## src/rtl/if_fetch_unit_pkg.sv

```systemverilog
// Shared definitions for the instruction-fetch stage: FSM state codes,
// word size, default reset vector and the PC advance helper.
package if_fetch_unit_pkg;

    // FSM state encoding shared with the pipeline control logic
    localparam logic [1:0] FETCH = 2'd0;   // request outstanding or issuing
    localparam logic [1:0] HOLD  = 2'd1;   // word captured, waiting for freeze to drop
    localparam logic [1:0] DRAIN = 2'd2;   // redirect pending, old request still in flight

    localparam int unsigned WORD_BYTES       = 4;
    localparam logic [31:0] DEFAULT_RESET_PC = 32'h0000_0000;

    // Sequential PC advance; wraps modulo 2^32 with no alignment check
    function automatic logic [31:0] pc_add(input logic [31:0] pc,
                                           input logic [31:0] step);
        return pc + step;
    endfunction

endpackage

```

## src/rtl/if_fetch_unit_pc_register.sv

```systemverilog
// Fetch PC register: next-PC selection (branch / sequential / hold) and
// capture of the in-flight address when a redirect lands mid-fetch.
module if_pc_register
    import if_fetch_unit_pkg::*;
#(
    parameter logic [31:0] RESET_PC = DEFAULT_RESET_PC,
    parameter int unsigned PC_STEP  = WORD_BYTES
) (
    input  logic        clk,
    input  logic        rst,
    input  logic        load_branch,
    input  logic        advance,
    input  logic        capture_old,
    input  logic [31:0] branch_addr,
    output logic [31:0] fetch_pc,
    output logic [31:0] old_pc,
    output logic [31:0] next_seq_pc
);

    localparam logic [31:0] STEP = 32'(PC_STEP);

    // Sequential successor of the current fetch address
    always_comb begin
        next_seq_pc = pc_add(fetch_pc, STEP);
    end

    // Fetch PC update: redirect wins over sequential advance, else hold
    always_ff @(posedge clk or posedge rst) begin
        if (rst) begin
            fetch_pc <= RESET_PC;
        end else if (load_branch) begin
            fetch_pc <= branch_addr;
        end else if (advance) begin
            fetch_pc <= next_seq_pc;
        end
    end

    // Remember the address of the request being drained after a redirect
    always_ff @(posedge clk or posedge rst) begin
        if (rst) begin
            old_pc <= RESET_PC;
        end else if (capture_old) begin
            old_pc <= fetch_pc;
        end
    end

endmodule

```

## src/rtl/if_fetch_unit.sv

```systemverilog
// Instruction-fetch stage: owns the PC, runs the imem req/ack handshake and
// presents {pc+step, instruction, valid} to the IF/ID register. Handles
// variable memory latency, hazard freeze and branch redirect, including a
// redirect that arrives while a fetch is still outstanding.
module if_fetch_unit
    import if_fetch_unit_pkg::*;
#(
    parameter logic [31:0] RESET_PC = DEFAULT_RESET_PC,
    parameter int unsigned PC_STEP  = WORD_BYTES
) (
    input  logic        clk,
    input  logic        rst,
    input  logic        freeze,
    input  logic        branch_taken,
    input  logic [31:0] branch_addr,
    output logic        imem_req,
    output logic [31:0] imem_addr,
    input  logic        imem_ack,
    input  logic [31:0] imem_rdata,
    output logic [31:0] pc_out,
    output logic [31:0] instruction_out,
    output logic        if_valid
);

    logic [1:0]  state;
    logic [1:0]  state_next;
    logic [31:0] hold_instr;
    logic [31:0] fetch_pc;
    logic [31:0] old_pc;
    logic [31:0] next_seq_pc;
    logic        load_branch;
    logic        advance;
    logic        capture_old;
    logic        capture_hold;

    if_pc_register #(
        .RESET_PC (RESET_PC),
        .PC_STEP  (PC_STEP)
    ) u_pc (
        .clk         (clk),
        .rst         (rst),
        .load_branch (load_branch),
        .advance     (advance),
        .capture_old (capture_old),
        .branch_addr (branch_addr),
        .fetch_pc    (fetch_pc),
        .old_pc      (old_pc),
        .next_seq_pc (next_seq_pc)
    );

    // Next-state and PC control; branch_taken outranks freeze everywhere
    always_comb begin
        state_next   = state;
        load_branch  = 1'b0;
        advance      = 1'b0;
        capture_old  = 1'b0;
        capture_hold = 1'b0;
        case (state)
            FETCH: begin
                if (branch_taken) begin
                    load_branch = 1'b1;
                    if (!imem_ack) begin
                        // request still in flight: keep presenting its address
                        capture_old = 1'b1;
                        state_next  = DRAIN;
                    end
                end else if (imem_ack) begin
                    if (!freeze) begin
                        advance = 1'b1;
                    end else begin
                        capture_hold = 1'b1;
                        state_next   = HOLD;
                    end
                end
            end
            HOLD: begin
                if (branch_taken) begin
                    load_branch = 1'b1;
                    state_next  = FETCH;
                end else if (!freeze) begin
                    advance    = 1'b1;
                    state_next = FETCH;
                end
            end
            DRAIN: begin
                if (branch_taken) begin
                    load_branch = 1'b1;
                end
                if (imem_ack) begin
                    state_next = FETCH;
                end
            end
            default: begin
                state_next = FETCH;
            end
        endcase
    end

    // Memory request and IF/ID output muxing
    always_comb begin
        imem_req        = 1'b0;
        imem_addr       = fetch_pc;
        if_valid        = 1'b0;
        instruction_out = '0;
        pc_out          = next_seq_pc;
        case (state)
            FETCH: begin
                imem_req = 1'b1;
                if (imem_ack && !branch_taken) begin
                    if_valid        = 1'b1;
                    instruction_out = imem_rdata;
                end
            end
            HOLD: begin
                instruction_out = hold_instr;
                if_valid        = !branch_taken;
            end
            DRAIN: begin
                imem_req  = 1'b1;
                imem_addr = old_pc;
            end
            default: begin
                imem_req = 1'b0;
            end
        endcase
        // reset abandons any outstanding request immediately
        if (rst) begin
            imem_req        = 1'b0;
            if_valid        = 1'b0;
            instruction_out = '0;
        end
    end

    // Capture the fetched word when it arrives during a freeze
    always_ff @(posedge clk or posedge rst) begin
        if (rst) begin
            hold_instr <= '0;
        end else if (capture_hold) begin
            hold_instr <= imem_rdata;
        end
    end

    // FSM state register
    always_ff @(posedge clk or posedge rst) begin
        if (rst) begin
            state <= FETCH;
        end else begin
            state <= state_next;
        end
    end

endmodule

```

## config.mk

```make
export PLATFORM = sky130hd
export DESIGN_NAME = if_fetch_unit
export DESIGN_NICKNAME = d
export VERILOG_FILES = /design/src/rtl/if_fetch_unit_pkg.sv /design/src/rtl/if_fetch_unit_pc_register.sv /design/src/rtl/if_fetch_unit.sv
export SDC_FILE = /design/constraint.sdc
export NUM_CORES = 1
export LEC_CHECK = 0
export CORE_ASPECT_RATIO = 1.75
export CORE_MARGIN = 4
export CORE_UTILIZATION = 48
export DETAILED_ROUTE_END_ITERATION = 8
export PLACE_DENSITY = 0.86
export SLEW_MARGIN = 20
export SYNTH_ARGS = -nofsm -noshare
export SYNTH_HDL_FRONTEND = slang
export SYNTH_SLANG_ARGS = --single-unit
```

## constraint.sdc

```tcl
create_clock -name clk -period 4.7 [get_ports clk]
set_clock_uncertainty 0.2 [all_clocks]
set_input_delay 1.175 -clock clk [delete_from_list [all_inputs] [get_ports clk]]
set_output_delay 1.175 -clock clk [all_outputs]
set_load 0.05 [all_outputs]
```

==> flow_summary.yaml <==
cts:
  cts_hold_buf: 0
  ctsRootBufferMaster: "clkbuf_16"
  ctsHtreeMaxLevel: 3
  cts_made_buffers: 9
  post_cts_buffers: 0
  clk_path_buf_depth: 2
  clock_latency_ns: 0.34
  cts_tree: "done"
  clock_sinks: 98
  cts-resized-gates: 0
  clk_pin_slew_ns: 0.06
final_layout:
  diodes: 0
  final_cell_mix: "clkdlybuf4s50_1 (132), dfrtp_1 (98), mux2_2 (89), nor2_1 (54), a22oi_1 (43)"
  fin_area_um2: 8060
  layout_commonest_cell: "clkdlybuf4s50_1"
  fillers: 805
  drive_above_1_share_pct: 24.5
  syn_to_final_growth_pct: 40.3
  nNetsFinal: 771
die:
  initial_core_util_pct: 49.4
  dieArea_um2: 13900
  core-area_um2: 11600
  ios: 167
  fp.dieW_um: 90.7
  rows: 52
  die_y_um: 153
pwr:
  switching_share_pct: 36.7
  seqPwrFrac_pct: 39.0
  switching_power_mw: 1.10
  p_int_mw: 1.90
  pwr-share-comb_pct: 37.0
  ir_drop_v: 0.000286
  power_density_nw_per_um2: 373
  p_leak_nw: 3.16
  p_clk_share_pct: 24.0
synthesis:
  synthCells: 567
  synth.yosys.seq_area_share_pct: 42.7
  synth.avg_cell_area_um2: 10.1
  syn_nets: 637
  yosysWarningCount: 0
  synth_cell_types: 54
  syn-cell-area_um2: 5750
  synth_seq_cells: 98
worst_setup_path:
  critPathKind: "reg2out"
  endpoint_kind: "output pin"
  critPathRequiredTime_ns: 3.32
  cp_max_fo: 17
  timing.reg2reg.setup_slack_ns: 2.14
  start_kind: "flop"
  crit_arrival_ns: 3.16
global_routing:
  antenna_found_initial: 0
  grt_first_pass_wirelength_mm: 27.5
  grt_max_degree: 69
  grtUsageTotal_pct: 24.4
  grt_overflow: 0
  grt_pass1_vias: 5442
run_status:
  outcome: "completed"
drt:
  dr.pass1.iters: 5
  post_drt_wl_per_cell_um: 20.0
  viasPerCell: 6.17
  ant_nets: 0
  num_vias: 5191
  drtIter0Drc: 291
  drt_wl_total_mm: 16.8
  drc: 0
placed_design:
  routabilityCongestion: 0.932
  port_buffers: 166
  dp_hpwl_mm: 12.3
  place_area_um2: 7770
run:
  maxCapViolCount: 0
sta:
  timing.fmax_mhz: 221
  max_slew_margin_pct: 45.4
  fin_crit_sh_pct: 96.5
  tns_ns: 0
  fin_crit_ns: 4.53
  worstMarginPinSlew_ns: 0.817
  slew_violations: 0
  setup-violations-final: 0
  hold_viol: 0
  rsz0062_at_grt: "no"
hold_path:
  worstHoldPathType: "reg2reg"
-- layout make-up --
class | instances | area (µm²) | share of cell area [%]
multi-input cells | 401 | 3010 | 37.4
flip-flops and latches | 98 | 2450 | 30.4
repair buffers | 181 | 2100 | 26.1
clock buffers | 11 | 233 | 2.89
well taps | 135 | 169 | 2.09
clock inverters | 5 | 55.1 | 0.683
inverters | 10 | 40.0 | 0.497
-- synth_stat cells, drive strengths merged --
| cell | count | area [µm²] |
|---|---|---|
| inv | 10 | 37.5 |
| nor2 | 54 | 203 |
| o311ai | 6 | 52.6 |
| nand4 | 9 | 86.3 |
| o31a | 1 | 8.76 |
| ha | 1 | 12.5 |
| a21bo | 1 | 10.0 |
| nand2 | 32 | 120 |
| o22ai | 3 | 18.8 |
| clkbuf | 27 | 101 |
| o32ai | 1 | 8.76 |
| a221o | 4 | 40.0 |
| a21o | 3 | 22.5 |
| o21ai | 13 | 65.1 |
| nor4 | 8 | 50.1 |
| a21oi | 5 | 25.0 |
| nor3 | 15 | 90.1 |
| nand2b | 1 | 6.26 |
| and2 | 1 | 6.26 |
| nor4b | 3 | 32.5 |
| nand4b | 2 | 17.5 |
| or3 | 3 | 18.8 |
| o211ai | 8 | 60.1 |
| o311a | 2 | 20.0 |
| o22a | 2 | 17.5 |
| nor2b | 2 | 12.5 |
| a211o | 2 | 17.5 |
| a2bb2oi | 2 | 17.5 |
| dfrtp | 98 | 2450 |
| or2 | 5 | 31.3 |
| a21boi | 1 | 7.51 |
| a31oi | 4 | 25.0 |
| nand3 | 24 | 125 |
| and3 | 1 | 6.26 |
| mux2 | 89 | 1000 |
| or4 | 11 | 86.3 |
| buf | 31 | 174 |
| and4 | 2 | 17.5 |
| o21a | 3 | 22.5 |
| a22oi | 43 | 323 |
| xnor2 | 16 | 140 |
| nand3b | 2 | 15.0 |
| xor2 | 12 | 105 |
| a31o | 1 | 8.76 |
| o31ai | 3 | 27.5 |
-- kinds of logic after synthesis --
| group | Yosys count | synth area share (%) |
|---|---|---|
| xor gates and xnor gates | 28 | 4.27 |
| adders and majority gates | 1 | 0.218 |
| AOI/OAI and AO/OA | 108 | 13.9 |
| DFF | 98 | 42.7 |
| and+or+nand+nor | 175 | 16.1 |
| muxes | 89 | 17.4 |
| buffers and inverters | 68 | 5.44 |
-- through the flow --
stage	util, %	hold WS, ns	total power, mW	cells	setup slack (ns)
finish	69.2	0.304	3.00	841	0.166
global route	69.2	0.319	3.14	841	0.0425
CTS	69.2	0.308	3.02	841	0.184
detailed placement	66.8	0.294	2.29	825	0.521
global placement	66.8	0.284	2.25	825	0.549
floorplan	-	0.275	1.91	567	0.647
-- state kept, by name, summed over array words and instances, names as in the netlist --
register,flops
u_pc.fetch_pc,32
hold_instr,32
u_pc.old_pc,32
state,2
-- critical path, cell delays in order, from the launching register on --
cell,delay (ns)
dfrtp_1,0.43
ha_1,0.28
nand3_1,0.18
or3_1,0.63
nor2_1,0.21
xor2_1,0.23
clkdlybuf4s50_1,0.85
-- power by group through the flow --
| stage | logic [mW] | registers [mW] | clock network (mW) |
|---|---|---|---|
| finish | 1.11 | 1.17 | 0.722 |
| global placement | 1.09 | 1.16 | 0 |
| floorplan | 0.797 | 1.11 | 0 |
| global route | 1.17 | 1.19 | 0.773 |
| detailed placement | 1.11 | 1.18 | 0 |
| CTS | 1.12 | 1.17 | 0.733 |
-- path summary, 6_finish.rpt --
path	startpoint	endpoint	cells past startpoint
max	u_pc.fetch_pc[3]	pc_out[26]	6
min	hold_instr[22]	hold_instr[22]	1
max reg2reg	state[0]	u_pc.fetch_pc[26]	4
min reg2reg	hold_instr[22]	hold_instr[22]	1
max in group asynchronous	rst	hold_instr[3]	3
min in group asynchronous	rst	hold_instr[24]	2
-- routing by layer --
layer / up-vias / wire length [µm] / track usage [%]
met5: - / 0 / 0
met4: 0 / 508 / 10.0
met1: 2522 / 6070 / 27.6
met3: 49 / 1340 / 5.88
met2: 276 / 8900 / 43.3
li1: 2344 / - / -
Power figures use the tool's default switching activity.
